$ cat src/rtl/mc_ctrl_fsm_if.sv
// Control bundle between the multi-cycle FSM (master) and the single-bus datapath (slave).
// Datapath status flows in; enables, selects and trap flags flow out.
interface mc_ctrl_fsm_if #(
    parameter int CNT_W = 16
);
    logic [5:0]       opcode;
    logic             zero;
    logic             mem_ready;
    logic             ir_we;
    logic             pc_we;
    logic [1:0]       pc_src;
    logic             iord;
    logic             mem_rd;
    logic             mem_wr;
    logic             reg_we;
    logic             reg_dst;
    logic             mem_to_reg;
    logic [1:0]       alu_src_b;
    logic [1:0]       alu_op;
    logic             halted;
    logic             illegal;
    logic [CNT_W-1:0] retired;

    modport master (
        input  opcode, zero, mem_ready,
        output ir_we, pc_we, pc_src, iord, mem_rd, mem_wr, reg_we, reg_dst,
               mem_to_reg, alu_src_b, alu_op, halted, illegal, retired
    );

    modport slave (
        output opcode, zero, mem_ready,
        input  ir_we, pc_we, pc_src, iord, mem_rd, mem_wr, reg_we, reg_dst,
               mem_to_reg, alu_src_b, alu_op, halted, illegal, retired
    );
endinterface

$ cat src/rtl/mc_ctrl_fsm.sv
// Multi-cycle IF/ID/EX/MEM/WB control FSM: memory handshake, retire counter,
// HALT/illegal-opcode traps. Outputs are Moore decode plus mem_ready/zero gating.
module mc_ctrl_fsm #(
    parameter int         CNT_W   = 16,
    parameter logic [5:0] OP_HALT = 6'h3F
) (
    input  logic          clk,
    input  logic          rst_n,
    mc_ctrl_fsm_if.master bus
);
    localparam logic [5:0] OP_R   = 6'h00;
    localparam logic [5:0] OP_J   = 6'h02;
    localparam logic [5:0] OP_BEQ = 6'h04;
    localparam logic [5:0] OP_ADDI= 6'h08;
    localparam logic [5:0] OP_LW  = 6'h23;
    localparam logic [5:0] OP_SW  = 6'h2B;

    typedef enum logic [3:0] {
        S_IF, S_ID, S_EX_R, S_EX_I, S_EX_MEM, S_EX_BEQ,
        S_MEM, S_WB_R, S_WB_I, S_WB_L, S_HALT, S_ILL
    } state_t;

    state_t           r_state, w_next;
    logic [CNT_W-1:0] r_retired;
    logic             w_retire;
    logic             w_ir_we, w_pc_we, w_iord, w_mem_rd, w_mem_wr;
    logic             w_reg_we, w_reg_dst, w_mem_to_reg, w_halted, w_illegal;
    logic [1:0]       w_pc_src, w_alu_src_b, w_alu_op;

    always_ff @(posedge clk or negedge rst_n) begin
        if (!rst_n) begin
            r_state   <= S_IF;
            r_retired <= '0;
        end else begin
            r_state <= w_next;
            if (w_retire)
                r_retired <= r_retired + CNT_W'(1);
        end
    end

    // Everything decodes to zero while reset is held, so a mid-access reset
    // drops the bus request immediately rather than at the next edge.
    always_comb begin
        w_next       = r_state;
        w_retire     = 1'b0;
        w_ir_we      = 1'b0;
        w_pc_we      = 1'b0;
        w_pc_src     = 2'd0;
        w_iord       = 1'b0;
        w_mem_rd     = 1'b0;
        w_mem_wr     = 1'b0;
        w_reg_we     = 1'b0;
        w_reg_dst    = 1'b0;
        w_mem_to_reg = 1'b0;
        w_alu_src_b  = 2'd0;
        w_alu_op     = 2'd0;
        w_halted     = 1'b0;
        w_illegal    = 1'b0;
        if (rst_n) begin
            case (r_state)
                S_IF: begin
                    w_mem_rd    = 1'b1;
                    w_alu_src_b = 2'd1;
                    if (bus.mem_ready) begin
                        w_ir_we = 1'b1;
                        w_pc_we = 1'b1;
                        w_next  = S_ID;
                    end
                end
                S_ID: begin
                    w_alu_src_b = 2'd3;
                    case (bus.opcode)
                        OP_R:         w_next = S_EX_R;
                        OP_LW, OP_SW: w_next = S_EX_MEM;
                        OP_BEQ:       w_next = S_EX_BEQ;
                        OP_ADDI:      w_next = S_EX_I;
                        OP_J: begin
                            w_pc_we  = 1'b1;
                            w_pc_src = 2'd2;
                            w_retire = 1'b1;
                            w_next   = S_IF;
                        end
                        default:      w_next = (bus.opcode == OP_HALT) ? S_HALT : S_ILL;
                    endcase
                end
                S_EX_R: begin
                    w_alu_op = 2'd2;
                    w_next   = S_WB_R;
                end
                S_EX_I: begin
                    w_alu_src_b = 2'd2;
                    w_next      = S_WB_I;
                end
                S_EX_MEM: begin
                    w_alu_src_b = 2'd2;
                    w_next      = S_MEM;
                end
                S_EX_BEQ: begin
                    w_alu_op = 2'd1;
                    w_pc_src = 2'd1;
                    w_pc_we  = bus.zero;
                    w_retire = 1'b1;
                    w_next   = S_IF;
                end
                S_MEM: begin
                    w_iord = 1'b1;
                    // Only lw/sw reach here; anything but lw is treated as a store.
                    if (bus.opcode == OP_LW) begin
                        w_mem_rd = 1'b1;
                        if (bus.mem_ready) w_next = S_WB_L;
                    end else begin
                        w_mem_wr = 1'b1;
                        if (bus.mem_ready) begin
                            w_retire = 1'b1;
                            w_next   = S_IF;
                        end
                    end
                end
                S_WB_R: begin
                    w_reg_we  = 1'b1;
                    w_reg_dst = 1'b1;
                    w_retire  = 1'b1;
                    w_next    = S_IF;
                end
                S_WB_I: begin
                    w_reg_we = 1'b1;
                    w_retire = 1'b1;
                    w_next   = S_IF;
                end
                S_WB_L: begin
                    w_reg_we     = 1'b1;
                    w_mem_to_reg = 1'b1;
                    w_retire     = 1'b1;
                    w_next       = S_IF;
                end
                S_HALT:  w_halted  = 1'b1;
                S_ILL:   w_illegal = 1'b1;
                default: w_next    = S_IF;
            endcase
        end
    end

    assign bus.ir_we      = w_ir_we;
    assign bus.pc_we      = w_pc_we;
    assign bus.pc_src     = w_pc_src;
    assign bus.iord       = w_iord;
    assign bus.mem_rd     = w_mem_rd;
    assign bus.mem_wr     = w_mem_wr;
    assign bus.reg_we     = w_reg_we;
    assign bus.reg_dst    = w_reg_dst;
    assign bus.mem_to_reg = w_mem_to_reg;
    assign bus.alu_src_b  = w_alu_src_b;
    assign bus.alu_op     = w_alu_op;
    assign bus.halted     = w_halted;
    assign bus.illegal    = w_illegal;
    assign bus.retired    = r_retired;
endmodule

$ cat src/flat_wrapper.sv
// flat-port wrapper written by rule: the top's interface ports become plain ports
module mc_ctrl_fsm_flat 
#(
    parameter int         CNT_W   = 16,
    parameter logic [5:0] OP_HALT = 6'h3F
)
  (clk, rst_n, bus_opcode, bus_zero, bus_mem_ready, bus_ir_we, bus_pc_we, bus_pc_src, bus_iord, bus_mem_rd, bus_mem_wr, bus_reg_we, bus_reg_dst, bus_mem_to_reg, bus_alu_src_b, bus_alu_op, bus_halted, bus_illegal, bus_retired);
  mc_ctrl_fsm_if #(.CNT_W(CNT_W)) bus_i ();
  input  logic clk;
  input  logic rst_n;
  input wire logic [$bits(bus_i.opcode)-1:0] bus_opcode;
  input wire logic [$bits(bus_i.zero)-1:0] bus_zero;
  input wire logic [$bits(bus_i.mem_ready)-1:0] bus_mem_ready;
  output wire logic [$bits(bus_i.ir_we)-1:0] bus_ir_we;
  output wire logic [$bits(bus_i.pc_we)-1:0] bus_pc_we;
  output wire logic [$bits(bus_i.pc_src)-1:0] bus_pc_src;
  output wire logic [$bits(bus_i.iord)-1:0] bus_iord;
  output wire logic [$bits(bus_i.mem_rd)-1:0] bus_mem_rd;
  output wire logic [$bits(bus_i.mem_wr)-1:0] bus_mem_wr;
  output wire logic [$bits(bus_i.reg_we)-1:0] bus_reg_we;
  output wire logic [$bits(bus_i.reg_dst)-1:0] bus_reg_dst;
  output wire logic [$bits(bus_i.mem_to_reg)-1:0] bus_mem_to_reg;
  output wire logic [$bits(bus_i.alu_src_b)-1:0] bus_alu_src_b;
  output wire logic [$bits(bus_i.alu_op)-1:0] bus_alu_op;
  output wire logic [$bits(bus_i.halted)-1:0] bus_halted;
  output wire logic [$bits(bus_i.illegal)-1:0] bus_illegal;
  output wire logic [$bits(bus_i.retired)-1:0] bus_retired;
  assign bus_i.opcode = bus_opcode;
  assign bus_i.zero = bus_zero;
  assign bus_i.mem_ready = bus_mem_ready;
  assign bus_ir_we = bus_i.ir_we;
  assign bus_pc_we = bus_i.pc_we;
  assign bus_pc_src = bus_i.pc_src;
  assign bus_iord = bus_i.iord;
  assign bus_mem_rd = bus_i.mem_rd;
  assign bus_mem_wr = bus_i.mem_wr;
  assign bus_reg_we = bus_i.reg_we;
  assign bus_reg_dst = bus_i.reg_dst;
  assign bus_mem_to_reg = bus_i.mem_to_reg;
  assign bus_alu_src_b = bus_i.alu_src_b;
  assign bus_alu_op = bus_i.alu_op;
  assign bus_halted = bus_i.halted;
  assign bus_illegal = bus_i.illegal;
  assign bus_retired = bus_i.retired;
  mc_ctrl_fsm #(.CNT_W(CNT_W), .OP_HALT(OP_HALT)) u_core (.clk(clk), .rst_n(rst_n), .bus(bus_i));
endmodule
$ cat config.mk
export PLATFORM = sky130hd
export DESIGN_NAME = mc_ctrl_fsm_flat
export DESIGN_NICKNAME = d
export VERILOG_FILES = /design/src/rtl/mc_ctrl_fsm_if.sv /design/src/rtl/mc_ctrl_fsm.sv /design/src/flat_wrapper.sv
export SDC_FILE = /design/constraint.sdc
export NUM_CORES = 1
export LEC_CHECK = 0
export CAP_MARGIN = 10
export CORE_MARGIN = 4
export CORE_UTILIZATION = 42
export DETAILED_ROUTE_END_ITERATION = 8
export GPL_ROUTABILITY_DRIVEN = 0
export PLACE_DENSITY = 0.75
export SLEW_MARGIN = 20
export SYNTH_ARGS = -nofsm -noshare
export SYNTH_HDL_FRONTEND = slang
export SYNTH_SLANG_ARGS = --single-unit
$ cat constraint.sdc
create_clock -name clk -period 1.7 [get_ports clk]
set_input_delay 0.17 -clock clk [delete_from_list [all_inputs] [get_ports clk]]
set_output_delay 0.17 -clock clk [all_outputs]
set_load 0.1 [all_outputs]
==> out/summary.txt, run 1 <==
Run status - stopped before the end
Stop stage - clock tree synthesis
Error msg - [ERROR DPL-0033] detailed placement checks failed during check placement.
Synth warn - 0
CTS hold repair buffers - 0
H-tree depth - 1
Cells after Synth - 157
CTS root buffer - clkbuf_4
PortBufs - 41
#FFs+latches synth - 20
Largest area contributor in the netlist - dfrtp_1
Hpwl dp - 3926 um
Sequential-to-total area share from yosys stat - 35.12%
Post-CTS sizing - 60
# IOs - 42
CTS buffer count - 3
Initial core utilization - 45.20%
FP Rows - 20
Die width - 66.25 um
Clock Path Buffers - 2
Number of enable flip-flop cells after synthesis - 0
Synth top area cells - dfrtp_1 35%, xnor2_1 9.2%, o211ai_1 3.7%
Setup bufs post-CTS - 15
Ys flop type - dfrtp_1
DIE HEIGHT - 66.25 um
Clock sinks - 20
Cell variety after synth - 45
Synth Area per Inst - 9.077 um^2
Syn Nets - 168
Netlist Area Pre-Place - 1425 um^2
Post-synth top area share - 35.12%
Async S/R FF share, synth - 100.0%
## stage by stage
step | area, um^2 | setup slack (ns) | setup TNS (ns) | cells
after floorplan | 1617 | -0.5877 | -3.340 | 157
after global placement | 2651 | -0.3050 | -5.574 | 275
after detailed placement | 2651 | -0.3639 | -6.940 | 275
## synth_stat cells, types with 4 or more instances
cell       number
nand3_1         4
nand2b_1        5
nor2_1         10
o211ai_1        7
o21ai_0         7
a21oi_1         6
and4_1          4
dfrtp_1        20
and3_1          5
o2111ai_1       4
nor3b_1         4
nand2_1         9
xnor2_1        15
nor3_1          8
## cells by family after synthesis
logic type	Yosys count	share of synthesized area [%]
simple gates	68	28.36
compound gates	41	20.81
flops	20	35.12
xor+xnor	15	9.219
buf+inv	10	4.126
fa+ha+maj	2	1.580
mux	1	0.7901
==> inputs of run 2 (changes only) <==
--- a/config.mk
+++ b/config.mk
@@ -6,11 +6,11 @@
 export NUM_CORES = 1
 export LEC_CHECK = 0
 export CAP_MARGIN = 10
-export CORE_MARGIN = 4
-export CORE_UTILIZATION = 42
+export CORE_AREA = 4 4 65 67
 export DETAILED_ROUTE_END_ITERATION = 8
+export DIE_AREA = 0 0 69 71
 export GPL_ROUTABILITY_DRIVEN = 0
-export PLACE_DENSITY = 0.75
+export PLACE_DENSITY_LB_ADDON = 0.15
 export SLEW_MARGIN = 20
 export SYNTH_ARGS = -nofsm -noshare
 export SYNTH_HDL_FRONTEND = slang
==> constraint.sdc (replaced) <==
create_clock -name clk -period 2.2 [get_ports clk]
set_input_delay 0.22 -clock clk [delete_from_list [all_inputs] [get_ports clk]]
set_output_delay 0.22 -clock clk [all_outputs]
set_load 0.1 [all_outputs]
==> run 2 against run 1 <==
  * The flow now finishes without violations
  * Area after synthesis unchanged
  * Synthesized cell count unchanged
==> out/summary.txt, run 2 <==
Count leader, synth - dfrtp_1 (unchanged)
Grt total ovfl - 0
Clock sinks - 20 (unchanged)
Min-Delay Path Class - input port to async pin
Routed Antenna Nets - 0
Syn Nets - 168 (unchanged)
Slew HR - 70.03%
TNS Setup - 0 ns
CTS root buffer - clkbuf_8 (was clkbuf_4)
Layout Cells excl Fill - 255
Diode count - 0
Simple-gate share of the synthesized area - 28.36% (unchanged)
Hpwl dp - 3199 um (was 3926 um)
CTS buffer count - 3 (unchanged)
DRT iter0 DRCs - 81
Cells after Synth - 157 (unchanged)
Ys flop type - dfrtp_1 (unchanged)
Largest net degree at the start of global routing - 23
#FFs+latches synth - 20 (unchanged)
Largest area contributor in the netlist - dfrtp_1 (unchanged)
Post-synth top area share - 35.12% (unchanged)
Worst-Margin Slew - 0.4382 ns
RSZ-0062 raised after global routing - no
Clock Path Buffers - 2 (unchanged)
Synth top area cells - dfrtp_1 35%, xnor2_1 9.2%, o211ai_1 3.7% (unchanged)
XOR/XNOR share of the synthesized area - 9.219% (unchanged)
Share of layout cells above drive strength 1 - 33.82%
Final setup viols - 0
Maximum VDD drop - 817.2 uV
Synth Area per Inst - 9.077 um^2 (unchanged)
Number of global-route vias before repair - 1407
Commonest non-fill, non-tap cell in the layout - buf_4
Dpl cells - 251 (was 275)
Maxcap violations - 0
Most instantiated cells after synthesis - 20 x dfrtp_1, 15 x xnor2_1, 10 x nor2_1 (unchanged)
Fin. max-slew vios - 0
Most frequent cells in the layout - 29 x buf_4, 18 x dfrtp_1, 17 x buf_12
Die width - 69 um (was 66.25 um)
Via count - 1432
Number of flip-flops in the largest register - 16
WS Path Type - register to output pin
Leakage - 0.8993 nW
FP Rows - 22 (was 20)
PortBufs - 41 (unchanged)
Post-Route WL - 4068 um
Largest fanout on the critical path - 12
GRT Total Usage - 17.19%
Cell variety after synth - 45 (unchanged)
Mux share of post-synthesis cell area - 0.7902% (unchanged)
Die area - 4899 um^2
H-tree depth - 1 (unchanged)
Multi-input gate area - 943.4 um^2
DIE HEIGHT - 71 um (was 66.25 um)
CP arrival - 1.89 ns
First-pass GRT wire length - 6996 um
Critical path required time - 1.98 ns
Reg clk slew, reported paths - 0.08 ns
Pwr Density - 1179 nW/um^2
Setup Skew - 0.006381 ns
Netlist Area Pre-Place - 1425 um^2 (unchanged)
Clk Latency, worst-skew pair - 0.26 ns
Initial antenna violation count - 0
Run status - complete, no violations (was stopped before the end)
CTS hold repair buffers - 0 (unchanged)
Largest family of logic cells by synthesized area - simple AND/OR/NAND/NOR gates (unchanged)
Fin nets - 219
Number of enable flip-flop cells after synthesis - 0 (unchanged)
Initial core utilization - 39.22% (was 45.20%)
Area Overhead vs Synth - 56.45%
CORE AREA - 3633 um^2
Crit end category - output pin
Final worst-path cycle share - 95.95%
DR pass1 iterations - 4
Post-DR wirelength/cell - 15.95 um
Reg area - 503.0 um^2
Final hold vios - 0
Via density - 5.616
Number of fill cells - 318
Crit path time final - 2.111 ns
Async S/R FF share, synth - 100.0% (unchanged)
Synth Area in Adders - 1.580% (unchanged)
Synth warn - 0 (unchanged)
Sequential-to-total area share from yosys stat - 35.12% (unchanged)
DRC Markers - 0
CTS tree - yes
Fmax - 0.4738 GHz
# IOs - 42 (unchanged)
Post-synthesis compound-gate area fraction - 20.81% (unchanged)
Critical Path Source Type - register
-- run 2: report_power, final --
group	switching (mW)	internal, mW	leakage [nW]
clock	0.121	0.243	0.0357
combinational	1.12	0.554	0.599
sequential	0.144	0.446	0.265
-- run 2: through the flow --
| step | utilization [%] | cell area, um^2 | total power, mW | hold slack, ns | worst slack (ns) |
|---|---|---|---|---|---|
| after global routing | 61.36 | 2230 | 2.747 | 0.4613 | 0.005017 |
| after global placement | 59.37 | 2157 | 2.233 | 0.4685 | 0.1089 |
| after CTS | 61.33 | 2228 | 2.639 | 0.4160 | 0.04717 |
| final | 61.36 | 2230 | 2.628 | 0.4147 | 0.08919 |
| after floorplan | - | 1504 | 1.744 | -0.07559 | -0.2197 |
| after detailed placement | 59.37 | 2157 | 2.270 | 0.4704 | 0.08978 |
-- run 2: cells by family (layout without fill, tap and decap cells) --
kind of cell	after synthesis	after routing
adders and majority gates	2	2
xor gates and xnor gates	15	15
and+or+nand+nor	68	68
AOI/OAI and AO/OA	41	41
DFF	20	20
buffers and inverters	10	60
muxes	1	1
-- run 2: path summary, 6_finish.rpt --
path	slack, ns	to	cells after the start	startpoint
worst max-delay path	0.09	bus_pc_we	5	u_core.r_state[2]
worst min-delay path	0.41	u_core.bus.retired[6]	2	rst_n
worst max register to register	0.28	u_core.bus.retired[7]	6	u_core.r_state[3]
worst min register to register	0.49	u_core.bus.retired[15]	1	u_core.bus.retired[15]
max in group asynchronous	1.55	u_core.r_state[0]	2	rst_n
min in group clk	0.49	u_core.bus.retired[15]	1	u_core.bus.retired[15]
-- run 2: cell type report --
class | count | share of cell area (%)
clock buffer | 3 | 1.852
multi-input combinational | 127 | 42.31
tap | 48 | 2.694
clock inverter | 1 | 1.347
sequential | 20 | 22.56
inverter | 1 | 0.1684
timing repair buffer | 55 | 29.07
-- run 2: critical path, cell delays in order (launching register included) --
cell       delay, ns
dfrtp_1         0.47
buf_4           0.22
nor3b_1         0.19
a31oi_1         0.10
a2111oi_4       0.43
buf_12          0.22
-- run 2: timing repair --
action / CTS / global route
endpoints found under the hold margin: 0 / 0
endpoints found under the setup margin: 0 / 1
resized for setup: 0 / 1
setup buffers: 0 / 0
-- run 2: routing by layer --
| metal | track usage, % | routed length (um) | vias to the layer above |
|---|---|---|---|
| li1 | - | - | 686 |
| met1 | 23.01 | 1777 | 704 |
| met2 | 28.92 | 2059 | 40 |
| met3 | 3.125 | 215 | 2 |
| met4 | 3.905 | 16 | 0 |
| met5 | 0 | 0 | - |
Note: power is estimated with default switching activity, not from simulation.
==> inputs of run 3 (changes only) <==
==> constraint.sdc (replaced) <==
create_clock -name clk -period 2.7 [get_ports clk]
set_input_delay 0.27 -clock clk [delete_from_list [all_inputs] [get_ports clk]]
set_output_delay 0.27 -clock clk [all_outputs]
set_load 0.1 [all_outputs]
==> run 3 against run 2 <==
  * Count of clock-buffer cells in the layout did not move
  * Clock power fell by 19%
  * Final cell count fell by 3.9%
  * Critical path type unchanged
  * Critical endpoint unchanged
  * Largest cell class unchanged
==> out/summary.txt, run 3 (same netlist as run 2, synthesis figures left out) <==
Grt total ovfl - 0 (unchanged)
Largest net degree at the start of global routing - 24 (was 23)
DIE HEIGHT - 71 um (unchanged)
Routed Antenna Nets - 0 (unchanged)
Run status - complete, no violations (unchanged)
Number of global-route vias before repair - 1249 (was 1407)
Most frequent cells in the layout - 20 x buf_4, 20 x dfrtp_1, 16 x buf_12 (was 29 x buf_4, 18 x dfrtp_1, 17 x buf_12)
Critical Path Source Type - register (unchanged)
Fin. max-slew vios - 0 (unchanged)
Setup bufs post-CTS - 0 (unchanged)
Final hold vios - 0 (unchanged)
CORE AREA - 3633 um^2 (unchanged)
Clock sinks - 20 (unchanged)
Die area - 4899 um^2 (unchanged)
RSZ-0062 raised after global routing - no (unchanged)
Fmax - 0.3932 GHz
Critical path required time - 2.43 ns (was 1.98 ns)
Area Overhead vs Synth - 47.23% (was 56.45%)
Initial antenna violation count - 0 (unchanged)
Diode count - 0 (unchanged)
Placed instance area - 2027 um^2 (was 2157 um^2)
Clk Latency, worst-skew pair - 0.26 ns (about the same)
CTS root buffer - clkbuf_8 (unchanged)
Setup Skew - 0.008653 ns (was 0.006381 ns)
Reg area - 500.5 um^2 (was 503.0 um^2)
Hold path depth - 1
Post-CTS sizing - 0 (unchanged)
Dpl cells - 241 (was 251)
Final instance area - 2098 um^2 (was 2230 um^2)
Initial core utilization - 39.22% (unchanged)
CP arrival - 2.27 ns (was 1.89 ns)
Fin nets - 209 (was 219)
Pwr Density - 964.6 nW/um^2 (was 1179 nW/um^2)
WP buf/inv - 1 (was 2)
Crit end category - output pin (unchanged)
Layout Cells excl Fill - 245 (was 255)
Final setup viols - 0 (unchanged)
Slew HR - 64.54% (was 70.03%)
DRT iter0 DRCs - 71 (was 81)
CP max-delay cell - dfrtp_1 (unchanged)
Hpwl dp - 2748 um (was 3199 um)
Cell Chain, Critical Path - nand2b_1 -> nand4b_1 -> a2111oi_2 -> buf_12 (was buf_4 -> nor3b_1 -> a31oi_1 -> a2111oi_4 -> buf_12)
Die width - 69 um (unchanged)
First-pass GRT wire length - 6285 um (was 6996 um)
Cell depth of the worst setup path - 4 (was 5)
# IOs - 42 (unchanged)
Post-Route WL - 3665 um (was 4068 um)
Final worst-path cycle share - 94.20%
Largest fanout on the critical path - 16 (was 12)
Min-Delay Path Class - register to register (was input port to async pin)
CTS buffer count - 3 (unchanged)
Clock Path Buffers - 2 (unchanged)
GRT Total Usage - 15.23% (was 17.19%)
DR pass1 iterations - 4 (unchanged)
Via density - 5.510 (was 5.616)
CTS hold repair buffers - 0 (unchanged)
Delay-heaviest family, CP - flip-flops (was compound AO/OA/AOI/OAI gates)
Crit path time final - 2.544 ns
Share of layout cells above drive strength 1 - 25.89% (was 33.82%)
Post-DR wirelength/cell - 14.96 um (was 15.95 um)
H-tree depth - 1 (unchanged)
Final hold slack - 0.4869 ns (was 0.4147 ns)
Worst-Margin Slew - 0.5320 ns (was 0.4382 ns)
FP Rows - 22 (unchanged)
Maxcap violations - 0 (unchanged)
Multi-input gate area - 902.1 um^2 (was 943.4 um^2)
WS Path Type - register to output pin (unchanged)
TNS Setup - 0 ns (unchanged)
Worst path max stage delay - 0.66 ns (was 0.47 ns)
CTS tree - yes (unchanged)
DRC Markers - 0 (unchanged)
PortBufs - 41 (unchanged)
Number of fill cells - 320 (was 318)
Maximum VDD drop - 824.6 uV (was 817.2 uV)
Reg2reg path depth - 6 (unchanged)
Number of flip-flops in the largest register - 16 (unchanged)
Via count - 1350 (was 1432)
Reg clk slew, reported paths - 0.08 ns (about the same)
Leakage - 0.8489 nW (was 0.8993 nW)
Setup slack, reg-to-reg - 0.50 ns (was 0.28 ns)
run 3: cell count changes in the layout (fill, tap and decap cells not counted), sizes merged:
cell,previous run,this run
buf,46,36
run 3: final timing paths:
kind | start | endpoint
worst max-delay path | u_core.r_state[0] | bus_pc_we
worst min-delay path | u_core.bus.retired[15] | u_core.bus.retired[15]
worst max register to register | u_core.r_state[0] | u_core.bus.retired[1]
worst min register to register | u_core.bus.retired[15] | u_core.bus.retired[15]
max in group asynchronous | rst_n | u_core.bus.retired[15]
min in group asynchronous | rst_n | u_core.bus.retired[6]
run 3: where the power goes:
group | switching (mW) | leakage [nW] | total [mW] | internal [mW]
logic | 0.847 | 0.546 | 1.24 | 0.392
registers | 0.132 | 0.267 | 0.491 | 0.360
clock network | 0.0960 | 0.0357 | 0.294 | 0.198
run 3: per-stage QoR:
stage	utilization (%)	power, mW	setup WS [ns]
after floorplan	-	1.384	-0.4939
final	57.75	2.024	0.1565
after CTS	57.75	2.038	0.1677
after global routing	57.75	2.128	0.02861
after global placement	55.79	1.719	0.4067
after detailed placement	55.79	1.736	0.3524
run 3: cell type report:
| type | count | share of cell area (%) |
|---|---|---|
| Tap cell | 48 | 2.862 |
| Clock inverter | 1 | 1.431 |
| Inverter | 1 | 0.1789 |
| Timing Repair Buffer | 45 | 26.71 |
| Sequential cell | 20 | 23.85 |
| Multi-Input combinational cell | 127 | 42.99 |
| Clock buffer | 3 | 1.968 |
run 3: worst reg2reg max path, stage by stage (launching register included):
cell	delay [ns]
dfrtp_1	0.66
nand2b_1	0.31
nand4b_1	0.34
o21ai_2	0.16
buf_4	0.22
nor2_1	0.10
mux2_2	0.27
run 3: layer usage:
metal | share of wire, % | vias up | track usage (%)
met5 | 0 | - | 0
met4 | 0.44 | 0 | 3.905
met3 | 5.0 | 2 | 3.267
met2 | 48 | 39 | 24.47
met1 | 47 | 642 | 20.80
li1 | - | 667 | -
